==> config.mk <==
export PLATFORM = sky130hd
export DESIGN_NAME = gpio_irq_lbus_flat
export DESIGN_NICKNAME = d
export VERILOG_FILES = /design/src/rtl/gpio_irq_lbus_if.sv /design/src/rtl/gpio_irq_lbus.sv /design/src/flat_wrapper.sv
export SDC_FILE = /design/constraint.sdc
export NUM_CORES = 1
export LEC_CHECK = 0
export CAP_MARGIN = 5
export CORE_UTILIZATION = 30
export CTS_CLUSTER_DIAMETER = 80
export DETAILED_ROUTE_END_ITERATION = 10
export GPL_TIMING_DRIVEN = 0
export SLEW_MARGIN = 20
export SYNTH_ARGS = -nofsm -noshare
export SYNTH_HDL_FRONTEND = slang
export SYNTH_SLANG_ARGS = --single-unit
==> constraint.sdc <==
create_clock -name lb_clk -period 5.9 [get_ports lb_clk]
set_input_delay 1.18 -clock lb_clk [delete_from_list [all_inputs] [get_ports lb_clk]]
set_output_delay 1.18 -clock lb_clk [all_outputs]
set_load 0.01 [all_outputs]
==> src/rtl/gpio_irq_lbus_if.sv <==
// Local-bus slave port for the GPIO edge-interrupt block: byte-offset
// address, write/read strobes, write data and combinational read data.
interface gpio_irq_lbus_if #(
    parameter int NUM = 10
);
    logic           lb_wr;
    logic           lb_rd;
    logic [7:0]     lb_addr;
    logic [NUM-1:0] lb_wdata;
    logic [NUM-1:0] rdata;

    modport master (output lb_wr, lb_rd, lb_addr, lb_wdata, input rdata);
    modport slave  (input lb_wr, lb_rd, lb_addr, lb_wdata, output rdata);
endinterface

==> src/rtl/gpio_irq_lbus.sv <==
// GPIO edge-interrupt slave: synchronises and debounces raw pin levels,
// latches enabled rising/falling edges into PENDING and drives a level irq.

// Per-pin debounce: accepts a new synchronised level once it has persisted
// for DEB_CNT prescaler ticks; any return to the old level restarts the count.
module gpio_irq_deb #(
    parameter int DEB_CNT = 4
) (
    input  logic lb_clk,
    input  logic rst,
    input  logic tick,
    input  logic s,
    output logic level,
    output logic acc
);
    logic [3:0] cnt;

    // Accept pulse is high on the cycle whose edge commits the new level.
    assign acc = (s != level) && tick && (cnt == 4'(DEB_CNT - 1));

    // Count persistence ticks and commit the level when the count completes.
    always_ff @(posedge lb_clk or posedge rst) begin
        if (rst) begin
            cnt   <= '0;
            level <= 1'b0;
        end else if (s == level) begin
            cnt <= '0;
        end else if (acc) begin
            cnt   <= '0;
            level <= s;
        end else if (tick) begin
            cnt <= cnt + 4'd1;
        end
    end
endmodule

module gpio_irq_lbus #(
    parameter int NUM     = 10,
    parameter int DIV     = 1000,
    parameter int DEB_CNT = 4
) (
    input  logic                  lb_clk,
    input  logic                  rst,
    gpio_irq_lbus_if.slave        xt_lb,
    input  logic [NUM-1:0]        gpio_in,
    output logic                  irq
);
    localparam logic [7:0] A_RISE = 8'h04;
    localparam logic [7:0] A_FALL = 8'h08;
    localparam logic [7:0] A_PEND = 8'h0C;
    localparam logic [7:0] A_LVL  = 8'h10;

    logic [NUM-1:0] sync1, sync2;
    logic [15:0]    pcnt;
    logic           tick;
    logic [NUM-1:0] level, acc, set;
    logic [NUM-1:0] rise_en, fall_en, pend;
    logic [NUM-1:0] w1c;

    // Two-flop synchroniser; nothing else looks at gpio_in.
    always_ff @(posedge lb_clk or posedge rst) begin
        if (rst) begin
            sync1 <= '0;
            sync2 <= '0;
        end else begin
            sync1 <= gpio_in;
            sync2 <= sync1;
        end
    end

    assign tick = (pcnt == 16'(DIV - 1));

    // Debounce prescaler, wraps after DIV cycles.
    always_ff @(posedge lb_clk or posedge rst) begin
        if (rst)       pcnt <= '0;
        else if (tick) pcnt <= '0;
        else           pcnt <= pcnt + 16'd1;
    end

    genvar i;
    generate
        for (i = 0; i < NUM; i++) begin : g_pin
            gpio_irq_deb #(.DEB_CNT(DEB_CNT)) u_deb (
                .lb_clk (lb_clk),
                .rst    (rst),
                .tick   (tick),
                .s      (sync2[i]),
                .level  (level[i]),
                .acc    (acc[i])
            );
            // A committed level change is a rise when the new level is 1.
            assign set[i] = acc[i] & (sync2[i] ? rise_en[i] : fall_en[i]);
        end
    endgenerate

    assign w1c = (xt_lb.lb_wr && xt_lb.lb_addr == A_PEND) ? xt_lb.lb_wdata : '0;

    // Config registers and pending bits; hardware set beats software clear.
    always_ff @(posedge lb_clk or posedge rst) begin
        if (rst) begin
            rise_en <= '0;
            fall_en <= '0;
            pend    <= '0;
        end else begin
            if (xt_lb.lb_wr && xt_lb.lb_addr == A_RISE) rise_en <= xt_lb.lb_wdata;
            if (xt_lb.lb_wr && xt_lb.lb_addr == A_FALL) fall_en <= xt_lb.lb_wdata;
            pend <= (pend & ~w1c) | set;
        end
    end

    // irq is an OR of flops only, so no pin-to-irq combinational path.
    assign irq = |pend;

    // Read mux; unmapped offsets return zero.
    always_comb begin
        xt_lb.rdata = '0;
        if (xt_lb.lb_rd) begin
            case (xt_lb.lb_addr)
                A_RISE:  xt_lb.rdata = rise_en;
                A_FALL:  xt_lb.rdata = fall_en;
                A_PEND:  xt_lb.rdata = pend;
                A_LVL:   xt_lb.rdata = level;
                default: xt_lb.rdata = '0;
            endcase
        end
    end
endmodule

==> src/flat_wrapper.sv <==
// flat-port wrapper written by rule: the top's interface ports become plain ports
module gpio_irq_lbus_flat 
#(
    parameter int NUM     = 10,
    parameter int DIV     = 1000,
    parameter int DEB_CNT = 4
)
  (lb_clk, rst, gpio_in, irq, xt_lb_lb_wr, xt_lb_lb_rd, xt_lb_lb_addr, xt_lb_lb_wdata, xt_lb_rdata);
  gpio_irq_lbus_if #(.NUM(NUM)) xt_lb_i ();
  input  logic lb_clk;
  input  logic rst;
  input  logic [NUM-1:0] gpio_in;
  output logic irq;
  input wire logic [$bits(xt_lb_i.lb_wr)-1:0] xt_lb_lb_wr;
  input wire logic [$bits(xt_lb_i.lb_rd)-1:0] xt_lb_lb_rd;
  input wire logic [$bits(xt_lb_i.lb_addr)-1:0] xt_lb_lb_addr;
  input wire logic [$bits(xt_lb_i.lb_wdata)-1:0] xt_lb_lb_wdata;
  output wire logic [$bits(xt_lb_i.rdata)-1:0] xt_lb_rdata;
  assign xt_lb_i.lb_wr = xt_lb_lb_wr;
  assign xt_lb_i.lb_rd = xt_lb_lb_rd;
  assign xt_lb_i.lb_addr = xt_lb_lb_addr;
  assign xt_lb_i.lb_wdata = xt_lb_lb_wdata;
  assign xt_lb_rdata = xt_lb_i.rdata;
  gpio_irq_lbus #(.NUM(NUM), .DIV(DIV), .DEB_CNT(DEB_CNT)) u_core (.lb_clk(lb_clk), .rst(rst), .xt_lb(xt_lb_i), .gpio_in(gpio_in), .irq(irq));
endmodule
==> impl_metrics.env, run 1 <==
export IMPL_crit_cells=8
export IMPL_cts_made_buffers=17
export IMPL_synth_xor_area_share_pct=3.71
export IMPL_timing_rr_end="u_core.g_pin[4].u_deb.cnt[1]"
export IMPL_hp_class="reg2reg"
export IMPL_grt_pass1_wl_mm=21.1
export IMPL_seq_area_um2=2900
export IMPL_die_w_um=136
export IMPL_yosys_top_cells_area="dfrtp_1, mux2_2, nand2_1, a21oi_1, xnor2_1"
export IMPL_finalNonFillerCells=813
export IMPL_via_per_inst=5.05
export IMPL_tns_ns=0
export IMPL_clkSinkCount=116
export IMPL_wl_mm=12.7
export IMPL_synth_top_cell_area_share_pct=53.5
export IMPL_ys_types=40
export IMPL_crit_slowest_cell="clkdlybuf4s50_1"
export IMPL_synthArstFlopShare_pct=100
export IMPL_path_cells="clkdlybuf4s50_1 -> or4_1 -> clkbuf_1 -> nor4_1 -> clkbuf_1 -> a222oi_1 -> nor2_1 -> clkdlybuf4s50_1"
export IMPL_synth_cells=513
export IMPL_hold_depth=0
export IMPL_power_switching_uw=435
export IMPL_drv_slew=0
export IMPL_syn_area_um2=5430
export IMPL_fin_nets=618
export IMPL_ant_nets=0
export IMPL_fillers=1676
export IMPL_drt_initial_drc_count=216
export IMPL_synthSimpleGateAreaFrac_pct=18.2
export IMPL_wl_per_cell_um=15.6
export IMPL_crit_path_end_kind="output port"
export IMPL_antenna_found_initial=0
export IMPL_worstPathArrival_ns=4.08
export IMPL_holdWs_ns=0.347
export IMPL_ys_seq_elements=116
export IMPL_crit_start="xt_lb_lb_addr[0]"
export IMPL_start_util_pct=31.0
export IMPL_drt_pass1_iterations=4
export IMPL_relSlewSlack_pct=34.7
export IMPL_cts_clk_slew_worst_paths_ns=0.06
export IMPL_dp_cells=781
export IMPL_grt_setup_unrepaired="false"
export IMPL_fin_area_um2=6830
export IMPL_internal_power_uw=1580
export IMPL_ff2ff_path_depth=6
export IMPL_yosys_warnings=0
export IMPL_numPortBuffers=42
export IMPL_setup_viol=0
export IMPL_insertedDiodeCount=0
export IMPL_avgSynthCellArea_um2=10.6
export IMPL_outcome="completed"
export IMPL_multi_input_area_um2=2420
export IMPL_cts_resized_gates=0
export IMPL_critical_path_required_ns=4.72
export IMPL_grt_max_degree=84
export IMPL_endpoint="xt_lb_rdata[5]"
export IMPL_synthFlopType="dfrtp_1"
export IMPL_synth_edf_count=0
export IMPL_tightest_slew_ns=0.971
export IMPL_synth_mux_area_fraction_pct=6.41
export IMPL_hold_viol_final=0
export IMPL_postCtsHoldBufs=0
export IMPL_place_gp_congestion=0.756
export IMPL_vias=4107
export IMPL_swShare_pct=21.6
export IMPL_drv_cap=0
export IMPL_power_density_nw_per_um2=295
export IMPL_r2r_slack_ns=3.09
export IMPL_drcViolationCount=0
export IMPL_die_area_um2=18600
export IMPL_htreeDepth=4
export IMPL_r2r_start="u_core.pcnt[13]"
export IMPL_finalCritPeriodShare_pct=89.2
export IMPL_fp_row_count=48
export IMPL_core_area_um2=17500
export IMPL_skew_ns=0.00561
export IMPL_clockRootBuffer="clkbuf_16"
export IMPL_drive_above_1_share_pct=14.8
export IMPL_syn2layout_area_growth_pct=25.9
export IMPL_cts_setup_buffers=0
export IMPL_seqPwrFrac_pct=41.0
export IMPL_clk_latency_ns=0.41
export IMPL_post_dp_hpwl_mm=8.56
export IMPL_synth_fp_nets=556
export IMPL_ir_drop_uv=202
export IMPL_grt_pass1_vias=4256
export IMPL_grt_overflow_total=0
export IMPL_cpPeakStageDelay_ns=0.56
export IMPL_synth_compound_area_share_pct=13.3
export IMPL_dpl_cell_area_um2=6170
export IMPL_synth_seq_area_share_pct=53.5
export IMPL_fmax_mhz=190
export IMPL_cts_tree="done"
export IMPL_yosys_area_top_type="dfrtp_1"
export IMPL_pwr_share_clk_pct=55.4
export IMPL_final_util_pct=39.1
export IMPL_power_frac_comb_pct=3.6
export IMPL_ioPinCount=43
export IMPL_worst_path_buf_inv=4
export IMPL_cp_start_kind="input port"
export IMPL_p_leak_uw=0.00281
export IMPL_die_height_um=136
export IMPL_grt_use_total_pct=14.9
export IMPL_crit_family="buffers and inverters"
export IMPL_synthAdderAreaFrac_pct=2.54
export IMPL_min_period_ns=5.26
export IMPL_cts_max_path_buffers=2
export IMPL_cp_max_fo=10
export IMPL_critical_path_class="in2out"
export IMPL_synth_top_family_by_area="simple AND/OR/NAND/NOR gates"
-- synth_stat cells (2+ instances only) --
master       n
dfrtp_1    116
nand2_1     79
a21oi_1     47
mux2_2      30
or3_1       23
nor2_1      22
xnor2_1     19
nor3b_1     18
nand3_1     17
inv_1       13
ha_1        11
o21ai_0     11
a22o_1      10
a31oi_1     10
o2bb2ai_1   10
a22oi_1      9
nand2b_1     8
a31o_2       7
clkbuf_1     7
nor3_1       5
nor4_1       5
buf_2        4
xor2_1       4
a21boi_0     3
and4b_1      3
nand4_1      3
o21ba_2      3
nor2b_1      2
nor4_2       2
or4_4        2
-- routing by layer --
layer	track usage (%)	share of wire [%]	routed length, um	up-vias
met5	0	0	0	-
met4	5.80	1.3	167	0
met3	4.25	5.1	647	17
met2	24.2	49	6220	98
met1	18.6	44	5620	2027
li1	-	-	-	1965
-- through the flow --
stage	power [uW]	worst slack, ns
after floorplan	872	1.65
after detailed placement	915	0.445
after CTS	2040	0.457
final	2020	0.637
after global placement	908	0.0270
after global routing	2090	0.493
-- cell usage in the layout, fill, tap and decap left out, types with 3 or more instances in the layout --
cell / n
o2bb2ai_1: 10
a31o_2: 7
clkinv_4: 4
nor3b_1: 18
ha_1: 11
a22o_1: 10
nor3_1: 5
or3_1: 23
and4b_1: 3
buf_2: 4
bufinv_16: 4
o21ba_2: 3
a21boi_0: 3
a21oi_1: 47
nor4_1: 4
nand2_1: 79
nor2_1: 22
nand3_1: 17
clkbuf_16: 17
inv_1: 12
dfrtp_1: 116
inv_6: 4
a31oi_1: 10
mux2_2: 30
o21ai_0: 11
clkbuf_1: 7
clkdlybuf4s50_1: 42
xnor2_1: 19
nand4_1: 3
xor2_1: 4
nand2b_1: 8
a22oi_1: 9
clkbuf_8: 3
-- power by group through the flow --
stage	combinational (uW)	clock, uW	sequential, uW
finish	73.0	1120	827
global route	81.4	1180	828
CTS	74.6	1140	826
detailed placement	74.3	0	840
global placement	68.5	0	840
floorplan	35.6	0	836
-- kinds of logic (layout without fill, tap and decap cells) --
kind of cell               after synthesis  after routing
AOI/OAI and AO/OA                      111            111
muxes                                   31             31
xor gates and xnor gates                23             23
adders and majority gates               11             11
buffers and inverters                   28            103
and+or+nand+nor                        193            193
DFF                                    116            116
-- worst min path at each step --
stage	startpoint	slack [ns]	end
after detailed placement	u_core.sync1[1]	0.34	u_core.sync2[1]
after CTS	u_core.sync1[1]	0.35	u_core.sync2[1]
final	u_core.sync1[1]	0.35	u_core.sync2[1]
after global placement	u_core.sync1[3]	0.33	u_core.sync2[3]
after floorplan	u_core.sync1[0]	0.33	u_core.sync2[0]
after global routing	u_core.sync1[6]	0.36	u_core.sync2[6]
-- flip-flops by register name, summed over array words and instances (netlist names) --
name,flops
u_core.sync1,10
u_core.sync2,10
u_core.g_pin.u_deb.level,10
u_core.fall_en,10
u_core.pend,10
u_core.g_pin.u_deb.cnt,40
u_core.pcnt,16
u_core.rise_en,10
-- cell type report --
class | count | area share, %
well taps | 225 | 4.12
plain buffers | 15 | 1.17
repair buffers | 43 | 6.56
clock inverters | 13 | 2.87
inverters | 13 | 0.787
clock buffers | 19 | 6.63
multi-input cells | 369 | 35.4
flip-flops and latches | 116 | 42.5
(Power assumes the default switching activity.)
==> inputs of run 2 (changes only) <==
- CTS_CLUSTER_SIZE: not set -> 40
==> results of run 2 <==
The final DEF is identical to that of run 1; final timing and power are the same.
